`config.mk`:
```
export PLATFORM = sky130hd
export DESIGN_NAME = mem_bus_arbiter
export DESIGN_NICKNAME = d
export VERILOG_FILES = /design/src/rtl/mem_bus_arbiter_pkg.sv /design/src/rtl/mem_bus_arbiter_rr_pick2.sv /design/src/rtl/mem_bus_arbiter.sv
export SDC_FILE = /design/constraint.sdc
export NUM_CORES = 1
export LEC_CHECK = 0
export ABC_AREA = 1
export CAP_MARGIN = 20
export CORE_MARGIN = 2
export CORE_UTILIZATION = 44
export CTS_BUF_LIST = sky130_fd_sc_hd__clkbuf_8
export CTS_CLUSTER_SIZE = 10
export DETAILED_ROUTE_END_ITERATION = 10
export PLACE_DENSITY = 0.76
export SETUP_SLACK_MARGIN = 0.05
export SYNTH_ARGS = -nofsm -noshare
export SYNTH_HDL_FRONTEND = slang
export SYNTH_SLANG_ARGS = --single-unit
```
`constraint.sdc`:
```
create_clock -name clk -period 4 [get_ports clk]
set_input_delay 0.8 -clock clk [delete_from_list [all_inputs] [get_ports clk]]
set_output_delay 0.8 -clock clk [all_outputs]
set_load 0.05 [all_outputs]
```
`src/rtl/mem_bus_arbiter_pkg.sv`:
```
`default_nettype none
//==============================================================================
// Module   : mem_bus_arbiter_pkg
// Summary  : State encodings and master IDs shared by the memory bus arbiter.
// Revision : 1.0
//==============================================================================
package mem_bus_arbiter_pkg;

    localparam int CNT_W = 4;

    typedef enum logic [1:0] {
        ST_IDLE = 2'd0,
        ST_XFER = 2'd1,
        ST_DMA  = 2'd2
    } state_t;

    typedef enum logic [1:0] {
        MID_M0 = 2'd0,
        MID_M1 = 2'd1,
        MID_M2 = 2'd2
    } master_id_t;

    function automatic master_id_t rr_id(input logic gnt);
        return gnt ? MID_M1 : MID_M0;
    endfunction

endpackage
`default_nettype wire

```
`src/rtl/mem_bus_arbiter_rr_pick2.sv`:
```
`default_nettype none
//==============================================================================
// Module   : mem_bus_arbiter_rr_pick2
// Summary  : Combinational 2-way round-robin picker; a tie goes to the master
//            that did not win last.
// Revision : 1.0
//==============================================================================
module mem_bus_arbiter_rr_pick2 (
    input  logic [1:0] req_i,
    input  logic       last_i,
    output logic       grant_id_o,
    output logic       valid_o
);

    always_comb begin
        valid_o    = |req_i;
        grant_id_o = 1'b0;
        case (req_i)
            2'b01:   grant_id_o = 1'b0;
            2'b10:   grant_id_o = 1'b1;
            2'b11:   grant_id_o = ~last_i;
            default: grant_id_o = 1'b0;
        endcase
    end

endmodule
`default_nettype wire

```
`src/rtl/mem_bus_arbiter.sv`:
```
`default_nettype none
//==============================================================================
// Module   : mem_bus_arbiter
// Summary  : Shares one memory port between I-cache (M0), D-side (M1) and an
//            external DMA device (M2, BR/BG handshake).
// Revision : 1.0
//==============================================================================
module mem_bus_arbiter
    import mem_bus_arbiter_pkg::*;
#(
    parameter int WORD_SIZE   = 16,
    parameter int LINE_BITS   = 64,
    parameter int MEM_LATENCY = 4
) (
    input  logic                 clk,
    input  logic                 reset_n,
    input  logic                 m0_readM,
    input  logic [WORD_SIZE-1:0] m0_address,
    output logic [LINE_BITS-1:0] m0_rdata,
    output logic                 m0_ready,
    input  logic                 m1_readM,
    input  logic                 m1_writeM,
    input  logic [WORD_SIZE-1:0] m1_address,
    input  logic [LINE_BITS-1:0] m1_wdata,
    output logic [LINE_BITS-1:0] m1_rdata,
    output logic                 m1_ready,
    input  logic                 dma_br,
    output logic                 dma_bg,
    output logic                 mem_readM,
    output logic                 mem_writeM,
    output logic [WORD_SIZE-1:0] mem_address,
    output logic [LINE_BITS-1:0] mem_wdata,
    input  logic [LINE_BITS-1:0] mem_rdata,
    output logic                 busy
);

    localparam logic [CNT_W-1:0] LAT = CNT_W'(MEM_LATENCY);
    localparam logic [CNT_W-1:0] ONE = CNT_W'(1);

    state_t                 state_q, state_d;
    logic [CNT_W-1:0]       cnt_q, cnt_d;
    master_id_t             owner_q, owner_d;
    master_id_t             rr_last_q, rr_last_d;
    logic                   wr_q, wr_d;
    logic [WORD_SIZE-1:0]   addr_q, addr_d;
    logic [LINE_BITS-1:0]   wdata_q, wdata_d;
    logic [LINE_BITS-1:0]   m0_rdata_q, m0_rdata_d;
    logic [LINE_BITS-1:0]   m1_rdata_q, m1_rdata_d;

    logic [1:0]             w_req;
    logic                   w_gnt;
    logic                   w_valid;

    assign w_req = {m1_readM | m1_writeM, m0_readM};

    mem_bus_arbiter_rr_pick2 u_pick (
        .req_i      (w_req),
        .last_i     (rr_last_q == MID_M1),
        .grant_id_o (w_gnt),
        .valid_o    (w_valid)
    );

    always_ff @(posedge clk) begin
        if (!reset_n) begin
            state_q    <= ST_IDLE;
            cnt_q      <= '0;
            owner_q    <= MID_M0;
            rr_last_q  <= MID_M1;
            wr_q       <= 1'b0;
            addr_q     <= '0;
            wdata_q    <= '0;
            m0_rdata_q <= '0;
            m1_rdata_q <= '0;
        end else begin
            state_q    <= state_d;
            cnt_q      <= cnt_d;
            owner_q    <= owner_d;
            rr_last_q  <= rr_last_d;
            wr_q       <= wr_d;
            addr_q     <= addr_d;
            wdata_q    <= wdata_d;
            m0_rdata_q <= m0_rdata_d;
            m1_rdata_q <= m1_rdata_d;
        end
    end

    always_comb begin
        state_d     = state_q;
        cnt_d       = cnt_q;
        owner_d     = owner_q;
        rr_last_d   = rr_last_q;
        wr_d        = wr_q;
        addr_d      = addr_q;
        wdata_d     = wdata_q;
        m0_rdata_d  = m0_rdata_q;
        m1_rdata_d  = m1_rdata_q;
        m0_ready    = 1'b0;
        m1_ready    = 1'b0;
        dma_bg      = 1'b0;
        mem_readM   = 1'b0;
        mem_writeM  = 1'b0;
        mem_address = '0;
        mem_wdata   = '0;

        case (state_q)
            ST_IDLE: begin
                if (dma_br) begin
                    state_d = ST_DMA;
                end else if (w_valid) begin
                    state_d = ST_XFER;
                    cnt_d   = LAT;
                    owner_d = rr_id(w_gnt);
                    if (w_gnt) begin
                        addr_d  = m1_address;
                        wr_d    = m1_writeM;
                        wdata_d = m1_writeM ? m1_wdata : '0;
                    end else begin
                        addr_d  = m0_address;
                        wr_d    = 1'b0;
                        wdata_d = '0;
                    end
                end
            end
            ST_XFER: begin
                mem_readM   = ~wr_q;
                mem_writeM  = wr_q;
                mem_address = addr_q;
                mem_wdata   = wdata_q;
                cnt_d       = cnt_q - ONE;
                // Final latency cycle: read data is forwarded straight to the
                // owner alongside ready, and captured so it holds afterwards.
                if (cnt_q == ONE) begin
                    state_d   = ST_IDLE;
                    cnt_d     = '0;
                    rr_last_d = owner_q;
                    if (owner_q == MID_M1) begin
                        m1_ready = 1'b1;
                        if (!wr_q) begin
                            m1_rdata_d = mem_rdata;
                        end
                    end else begin
                        m0_ready = 1'b1;
                        if (!wr_q) begin
                            m0_rdata_d = mem_rdata;
                        end
                    end
                end
            end
            ST_DMA: begin
                dma_bg = 1'b1;
                if (!dma_br) begin
                    state_d = ST_IDLE;
                end
            end
            default: begin
                state_d = ST_IDLE;
            end
        endcase
    end

    assign m0_rdata = m0_rdata_d;
    assign m1_rdata = m1_rdata_d;
    assign busy     = (state_q != ST_IDLE);

endmodule
`default_nettype wire

```
==> metrics.txt <==
status=finished, final reports clean; Total Power Consumption=5.13 mW; Die Area=25,200 µm²; highest ir drop seen on vdd=0.319 mV; P_leak=8.78 nW; Setup TNS Final=0 ps; vertical extent of the die=159 µm; cell class contributing the biggest share of worst-path delay=buffers and inverters; max-slew violations=0; worst slew slack as a fraction of its limit=0.450; synthesized net count=1,854; area taken by flip-flops and latches=4340 µm²; number of vias after detailed routing=10,880; row count=56; overall routing resource usage=0.246; relative area change from synthesis to final layout=45.3%; Worst Tran Pin Value=822 ps; class of the most critical hold timing path=reg2reg; via count of the first global-routing pass=10,440; fill cell instance count of the final layout=2,136; CP max FO=13; count of buffering cells on the critical path with inverters included=3; launching element type of the critical path=flop; CP Data Arrival Time=2950 ps; TritonCTS sink count=217; CTS tree=yes; start-to-end type of the worst setup path=reg2out; post-synthesis instance total=1,686; sort of element at the end of the critical path=output pin; first-pass GRT wire length=49.7 mm; number of failing setup endpoints in the final timing report=0; crit share post-route=0.936; Port Buf Inserts=379; top cell type by total area after synthesis=dfxtp_1; antenna violations before repair=2; largest net degree at the start of global routing=129; total clock buffers created by CTS=40; critical-path cell list=inv_1 > ha_1 > nand2_1 > nor2_4 > nand4_4 > nand2_1 > nand2_1 > inv_1 > clkdlybuf4s50_1; wire length reported by the detailed router=32.7 mm; cell at the slowest stage of the critical path=clkdlybuf4s50_1; Post-CTS Repair Setup Buffers=0; Ports=380; net count reported at finish=2,193; endpoint required time on the critical path=3200 ps; core area=23,500 µm²; library cells used by synthesis=25; area occupied by multi-input gates=4030 µm²; count of nets left with antenna violations after detail routing=0; post-synth design cell area=10,500 µm²; Congestion Overflow GR=0; max incr delay on CP=850 ps; setup repair after global routing missed its margin=true; clock latency reported for the late side of the worst-skew pair=510 ps; final-report hold violation count=0; PD cells=335 nW/µm²; count of state elements after synthesis=217; worst-case clock buffer depth=3; final weighted congestion in routability-driven placement=0.875; average wire per cell in the routed design=13.8 µm; Initial Utilization=0.449; Detailed Routing Iterations Pass 1=7; top cell type's share of synthesized area=0.413; fraction of layout cells with a size suffix above 1=0.0624; Die X=159 µm; Final HPWL DP=22.2 mm; DRC violation count after routing=0; mean area per synthesized cell=6.24 µm²; skew final=18.7 ps; clock-pin slew of the registers on the worst-case setup and hold paths=60 ps; CTS Hold Buffers Added=0; maxcap violations=0; most numerous cell on the critical path=nand2_1; Area contributors post-synth=dfxtp_1 41%, inv_1 14%, nand2_1 13%, nor2_1 9.6%, nand3_1 9.4%; library cell used as clock root buffer=clkbuf_8; fraction of the yosys area taken by sequential cells=0.413; average vias per placed instance=4.59; deepest level of the CTS H-tree=2; maximum clock frequency=0.267 GHz; final critical delay including setup and external delays=3750 ps; Synthesis Warnings=0; number of design-rule violations left by the first detailed-router iteration=732
-- state kept, by name, indices dropped and copies added, names as in the netlist --
name / cells
state_q: 2
wdata_q: 64
m0_rdata_q: 64
m1_rdata_q: 64
addr_q: 16
cnt_q: 4
rr_last_q: 1
owner_q: 1
wr_q: 1
-- per-layer routing --
metal  vias to the layer above  track usage  wire (µm)
met4                         0        0.129       1520
li1                       5568            -          -
met1                      4788        0.261      12600
met2                       426        0.431      15400
met5                         -            0          0
met3                        98       0.0852       3240
-- worst paths after layout --
kind                                  endpoint  slack, ps   startpoint  cells after the start
worst max-delay path              m0_rdata[34]        250     cnt_q[1]                      9
worst min register to register     wdata_q[45]        460  wdata_q[45]                      2
worst min-delay path               wdata_q[45]        460  wdata_q[45]                      2
worst max register to register  m0_rdata_q[10]       2040     cnt_q[1]                      9
-- where the power goes --
part           switching, mW  total (mW)  internal (mW)
Sequential            0.0262        2.24           2.21
Clock                  0.892        2.14           1.24
Combinational          0.464       0.751          0.287
-- repair_timing --
item,4_1_cts,5_1_grt
gates resized for setup,37,62
endpoints found under the hold margin,0,0
endpoints found under the setup margin,37,114
pin swaps,0,0
cloned,0,1
-- cell usage in the layout, fill, tap and decap left out, types with 2 or more instances in the layout --
master and n:
inv_1 416, nand2_1 362, nor2_1 268, clkdlybuf4s50_1 268, dfxtp_1 217, nand3_1 198, a21oi_1 70, dlymetal6s2s_1 60
clkbuf_8 50, dlygate4sd2_1 37, inv_2 26, buf_4 25, o21ai_0 19, buf_12 7, nor2_4 6, nor3_1 3
nand4_4 3, diode_2 2, ha_1 2, bufinv_16 2, clkinv_2 2
-- stage by stage --
step           worst slack (ps)  hold slack, ps  area (µm²)  utilization  instances
3_5_place_dp                471             457       14400        0.611       2301
6_report                    255             464       15300        0.652       2371
5_1_grt                    15.2             485       15300        0.652       2371
2_1_floorplan              1550             444       10500            -       1686
3_3_place_gp                573             451       14400        0.611       2301
4_1_cts                    66.2             465       15100        0.644       2368
-- worst min-delay path: stages, from the launching register on --
cell	delay [ps]
dfxtp_1	310
nand2_1	60
a21oi_1	50
-- Yosys cell counts (all sizes together) --
master and number:
a21oi 70, buf 61, clkbuf 40, clkinv 1, dfxtp 217, ha 2, inv 430, nand2 364
nand3 199, nand4 3, nor2 274, nor3 3, o21ai 20, o21bai 1, or2 1
-- area by class of cell --
class,instances,share of cell area
antenna,2,0.000327
clock buffer,50,0.0450
clock inverter,17,0.00777
inverter,431,0.106
multi-input combinational,938,0.263
sequential,217,0.284
tap,319,0.0261
timing repair buffer,397,0.267
-- cell families after synthesis --
group / count (synthesis) / synth area share
AND/OR/NAND/NOR: 844 / 0.331
AO/OA/AOI/OAI: 91 / 0.0439
buffers and inverters: 532 / 0.210
flip-flops: 217 / 0.413
adder cells (fa/ha/maj): 2 / 0.00238
Note: power is estimated with default switching activity, not from simulation.
